`src/rtl/pc_next_unit.sv`:
```
// rtl/pc_next_unit.sv - program counter with next-PC select, stall-deferred redirect, jr trap and retired counter
module pc_next_unit #(
  parameter logic [31:0] RESET_PC   = 32'h0000_0000,
  parameter logic [31:0] EXC_VECTOR = 32'h0000_0080
) (
  input  logic        clk,
  input  logic        reset_n,
  input  logic        stall,
  input  logic        branchTaken,
  input  logic [31:0] branchOffset,
  input  logic        jump,
  input  logic [27:0] jumpTarget,
  input  logic        jumpReg,
  input  logic [31:0] regTarget,
  output logic [31:0] pc,
  output logic [31:0] pcPlus4,
  output logic        redirectPending,
  output logic        addrError,
  output logic [31:0] retiredCount
);

  typedef enum logic {
    RUN  = 1'b0,
    PEND = 1'b1
  } state_t;

  state_t      state;
  logic [31:0] pendTarget;
  logic        pendErr;

  logic [31:0] sel_target;
  logic        sel_err;
  logic        redirect;

  assign pcPlus4         = pc + 32'd4;
  assign redirectPending = (state == PEND);

  // Pick the next fetch address by priority jr > j > branch > sequential.
  always_comb begin
    sel_target = pcPlus4;
    sel_err    = 1'b0;
    redirect   = 1'b0;
    if (jumpReg) begin
      redirect = 1'b1;
      if (regTarget[1:0] != 2'b00) begin
        sel_target = EXC_VECTOR;
        sel_err    = 1'b1;
      end else begin
        sel_target = regTarget;
      end
    end else if (jump) begin
      redirect   = 1'b1;
      sel_target = {pcPlus4[31:28], jumpTarget};
    end else if (branchTaken) begin
      redirect   = 1'b1;
      sel_target = pcPlus4 + (branchOffset << 2);
    end
  end

  // PC update and redirect deferral; a captured redirect is replayed on the first unstalled edge.
  always_ff @(posedge clk or negedge reset_n) begin
    if (!reset_n) begin
      state        <= RUN;
      pc           <= RESET_PC;
      pendTarget   <= 32'h0000_0000;
      pendErr      <= 1'b0;
      addrError    <= 1'b0;
      retiredCount <= 32'h0000_0000;
    end else begin
      case (state)
        RUN: begin
          if (!stall) begin
            pc           <= sel_target;
            retiredCount <= retiredCount + 32'd1;
            if (sel_err) addrError <= 1'b1;
          end else if (redirect) begin
            pendTarget <= sel_target;
            pendErr    <= sel_err;
            state      <= PEND;
          end
        end
        PEND: begin
          if (!stall) begin
            pc           <= pendTarget;
            retiredCount <= retiredCount + 32'd1;
            if (pendErr) addrError <= 1'b1;
            state        <= RUN;
          end
        end
        default: state <= RUN;
      endcase
    end
  end

endmodule
```
`config.mk`:
```
export PLATFORM = sky130hd
export DESIGN_NAME = pc_next_unit
export DESIGN_NICKNAME = d
export VERILOG_FILES = /design/src/rtl/pc_next_unit.sv
export SDC_FILE = /design/constraint.sdc
export NUM_CORES = 1
export LEC_CHECK = 0
export ABC_AREA = 1
export CORE_AREA = 4 4 164 126
export DETAILED_ROUTE_END_ITERATION = 10
export DIE_AREA = 0 0 168 130
export HOLD_SLACK_MARGIN = 0.05
export PLACE_DENSITY = 0.72
export SYNTH_ARGS = -nofsm -noshare
export SYNTH_HDL_FRONTEND = slang
export SYNTH_SLANG_ARGS = --single-unit
```
`constraint.sdc`:
```
create_clock -name clk -period 6.2 [get_ports clk]
set_input_delay 1.86 -clock clk [delete_from_list [all_inputs] [get_ports clk]]
set_output_delay 1.86 -clock clk [all_outputs]
set_load 0.01 [all_outputs]
```
Word level (Yosys, flattened, before mapping)
Index checks and enable logic that the tools add are counted.
- bits in registers: 99
- input port bits: 98
- output and inout bits: 98
- logic and storage cells: 40
- $add $sub $neg: 3
- equality and inequality tests: 4
- muxes and demuxes: 22
- bitwise logic cells: 1
- reduce and logical (&&, ||, !) cells: 4
- operators by type and width (cell ; count):
    two-way mux 32 bit ; 7
    case mux 32 bit (2 select lines) ; 1
    adder 32 x 1 -> 32 bit, second input constant ; 1
    adder 32 x 3 -> 32 bit, second input constant ; 1
    adder 32 bit ; 1
    two-way mux 1 bit ; 12
    inequality test 2 bit, second input constant ; 3
    case mux 1 bit (2 select lines) ; 2
    AND reduction 4 bit ; 1
    AND reduction 3 bit ; 1
    inequality test 2 x 1 -> 1 bit, second input constant ; 1
    AND reduction 2 bit ; 1
    nonzero test 2 bit ; 1
    NOT 1 bit ; 1

Logic depth before layout (Yosys ltp)
- depth after elaboration: 7
- depth in mapped cells: 25
- gate-level depth less buffers: 25

Worst setup path after synthesis
No wires, ideal clock.
- kind: input to register
- from: input port branchOffset[0]
- to: register pendTarget[12]
- library setup time: 0.132 ns
- arrival: 3.462 ns
- required time: 6.068 ns
- slack: 2.606 ns
- stages: 14
- path buffers: 0
- cell sequence: ha_1 -> fa_1 -> nand3_1 -> nand2_1 -> nand2_1 -> nand2_1 -> nand2_1 -> nand2_1 -> nor2_1 -> nor2_1 -> o21ai_0 -> o21ai_0 -> nand2_1 -> o21ai_0
- longest elaborated chain between the ends: 4
- ends and longest elaborated chain (what ; RTL line ; RTL):
    start, declared ; 10 ; input logic [31:0] branchOffset,
    adder 32 bit ; 56 ; sel_target = pcPlus4 + (branchOffset << 2);
    two-way mux 32 bit ; 54 ; end else if (branchTaken) begin
    two-way mux 32 bit ; 51 ; end else if (jump) begin
    two-way mux 32 bit ; 43 ; if (jumpReg) begin
    end signal, assigned ; 77 ; pendTarget <= sel_target;
    end, declared ; 28 ; logic [31:0] pendTarget;
Every way passes these cells.
A chain may end at the register's enable or synchronous reset.

Worst setup path after layout
- from: register pc[3]
- to: output port pcPlus4[18]
- longest elaborated chain between the ends: 1
- ends and longest elaborated chain (what ; RTL line ; RTL):
    start, declared ; 15 ; output logic [31:0] pc,
    start signal, assigned ; 73 ; pc <= sel_target;
    start signal, assigned ; 84 ; pc <= pendTarget;
    adder 32 x 3 -> 32 bit ; 35 ; assign pcPlus4 = pc + 32'd4;
    end, declared ; 16 ; output logic [31:0] pcPlus4,
Every way passes these cells.

==> impl_metrics.yaml <==
clocking:
  root_buffer: "clkbuf_16"
  cts_setup_buffers: 0
  htreeDepth: 3
  cts_hold_buf: 0
  cts_resized: 0
  cts_tree: "built"
  clk_pin_slew_ns: 0.07
  numCtsBuffers: 9
  clockBufferDepth: 2
  clock-sinks: 99
  clk_latency_ns: 0.35
run:
  maxCapViolations: 0
setup_path:
  ff2ff_setup_slack_ns: 2.31
  worstSetupEndpointType: "output pin"
  required_ns: 4.34
  cp-start-kind: "register"
  worstPathMaxFanout: 5
  arrival_ns: 2.89
  crit_type: "reg2out"
  rr_startpoint: "pc[3]"
  r2r_end: "pc[29]"
  reg2regPathDepth: 20
min_path:
  whs_endpoint: "pendErr"
  hold_depth: 2
  hp-class: "reg2reg"
  hold_start: "pendErr"
global_route:
  grt_antenna_before_repair: 0
  use_met1_pct: 41.31
  grt.busiest_layer: "met1"
  grt_use_total_pct: 26.93
  grt_max_degree: 66
  grt_overflow: 0
  grt_pass1_wl_um: 46560
  met3_usage_pct: 4.906
  grt_pass1_vias: 8590
  gr-usage-met2_pct: 39.57
routing:
  drt-wirelength-per-cell_um: 16.67
  wirelength_um: 30010
  drt_iter0_drc: 889
  vias_per_cell: 5.203
  drc: 0
  drt-pass1-iter-count: 6
  ant_nets: 0
  vias: 9365
synth:
  yosys.area.top_type: "dfrtp_1"
  yosysUniqueCellTypes: 43
  synth_area_leaders: "dfrtp_1, nand2_1, inv_1, ha_1, nand3_1"
  synth-seq-cells: 99
  synth_flop_cell: "dfrtp_1"
  avgSynthCellArea_um2: 6.198
  ys_seq_area_share_pct: 29.28
  syn_inst: 1365
  synth_top_area_share_pct: 29.28
  synthArstFlopShare_pct: 100.0
  synth_nets: 1501
  yosysWarnings: 0
  synth_edf_count: 0
  synth_area_um2: 8461
power:
  p_leak_nw: 5.551
  design_power_total_mw: 2.561
  ir_worst_vdd_uv: 145.2
  p_per_area_nw_per_um2: 233.6
cells_and_area:
  diodes: 0
  fin_nets: 1678
  fin_area_um2: 10960
  drive_above_1_share_pct: 4.202
  area_growth_pct: 29.59
timing:
  timing.setup.tns_ns: 0
  clock_skew_ns: 0.008118
  fmax_ghz: 0.2104
  hold_viol_final: 0
  layout_setup_ws_ns: 1.447
  setup_viol: 0
  post-route-period-util_pct: 76.66
  period_minus_slack_ns: 4.753
  grt_setup_unrepaired: "no"
  worst_pin_slew_ns: 1.187
  drv_slew: 0
  relSlewSlack_pct: 20.79
floorplan:
  die_x_um: 168
  rows: 44
  initial_core_util_pct: 44.29
  io_pins: 196
  floorplan.die_area_um2: 21840
  core_area_um2: 19100
  die_y_um: 130
placement:
  dp_hpwl_um: 23910
  post-place-ws_ns: 1.610
  place_area_um2: 10640
  gp_congestion: 0.9548
  portBuffers: 193
outcome:
  status: "finished, final reports clean"
worst max-delay path: stages, from the launching register on:
cell	delay, ns
dfrtp_1	0.47
ha_1	0.40
nand3_2	0.21
inv_1	0.15
nand2_1	0.14
nor2_2	0.21
xor2_1	0.35
clkdlybuf4s50_1	0.61
layout make-up:
cell class	instances	area, um2
Fill cell	1888	8139
Inverter	196	735.7
Multi-Input combinational cell	1033	5095
Timing Repair Buffer	203	2012
Sequential cell	99	2477
Clock buffer	11	242.7
Tap cell	253	316.6
Clock inverter	5	85.08
per-stage QoR:
| step | util [%] | instances | hold slack (ns) |
|---|---|---|---|
| 2_1_floorplan | - | 1365 | 0.4367 |
| 3_3_place_gp | 55.68 | 1784 | 0.4530 |
| 3_5_place_dp | 55.68 | 1784 | 0.4573 |
| 4_1_cts | 57.39 | 1800 | 0.4753 |
| 5_1_grt | 57.39 | 1800 | 0.4966 |
| 6_report | 57.39 | 1800 | 0.4758 |
cells in the mapped netlist (10+ instances only):
cell type / n
a21oi_1: 64
buf_2: 12
clkbuf_1: 21
dfrtp_1: 99
ha_1: 37
inv_1: 192
nand2_1: 512
nand3_1: 87
nand4_1: 13
nor2_1: 112
nor2_2: 10
nor3_1: 14
o21ai_0: 56
o21ai_1: 11
xnor2_1: 17
xor2_1: 29
how the worst max path moves through the flow:
stage | start | endpoint | slack (ns) | depth (start not counted)
CTS | pc[3] | pcPlus4[18] | 1.46 | 7
global placement | branchTaken | pendTarget[12] | 1.65 | 9
finish | pc[3] | pcPlus4[18] | 1.45 | 7
floorplan | branchOffset[0] | pendTarget[12] | 2.61 | 14
detailed placement | branchTaken | pendTarget[12] | 1.61 | 9
global route | pc[3] | pcPlus4[24] | 1.32 | 10
kinds of logic after synthesis:
family | Yosys count | share of synthesized area (%)
simple gates | 785 | 38.97
buf+inv | 233 | 10.60
compound gates | 163 | 10.49
flops | 99 | 29.28
xor+xnor | 47 | 4.954
fa+ha+maj | 38 | 5.708
per-layer routing:
| layer | vias up | routed length, um |
|---|---|---|
| met1 | 4309 | 14390 |
| met4 | 0 | 507 |
| met5 | - | 0 |
| met2 | 376 | 12570 |
| met3 | 33 | 2545 |
| li1 | 4647 | - |
sequential cells by signal (all words and copies together) (netlist names):
| register | cells |
|---|---|
| addrError | 1 |
| pc | 32 |
| pendErr | 1 |
| pendTarget | 32 |
| redirectPending | 1 |
| retiredCount | 32 |
power breakdown:
part,internal (mW),switching [mW]
logic,0.460,0.634
clock network,0.367,0.250
registers,0.740,0.110
layout by cell type (no fill, tap or decap), types with 2 or more instances in the layout:
master           instances
a21o_1                   4
a21oi_1                 64
a22oi_1                  3
a31o_2                   2
a31oi_1                  6
and2_1                   3
buf_4                   10
bufinv_16                2
clkbuf_16                9
clkdlybuf4s50_1        191
dfrtp_1                 99
ha_1                    37
inv_1                  192
inv_2                    3
nand2_1                512
nand2_2                  8
nand3_1                 87
nand3_2                  2
nand3b_1                 7
nand4_1                 13
nor2_1                 111
nor2_2                  11
nor2_4                   2
nor3_1                  14
nor3_2                   4
nor4_1                   3
o211ai_1                 6
o21ai_0                 56
o21ai_1                 11
o21bai_1                 8
o22ai_1                  3
xnor2_1                 17
xor2_1                  29
Power figures use the tool's default switching activity.
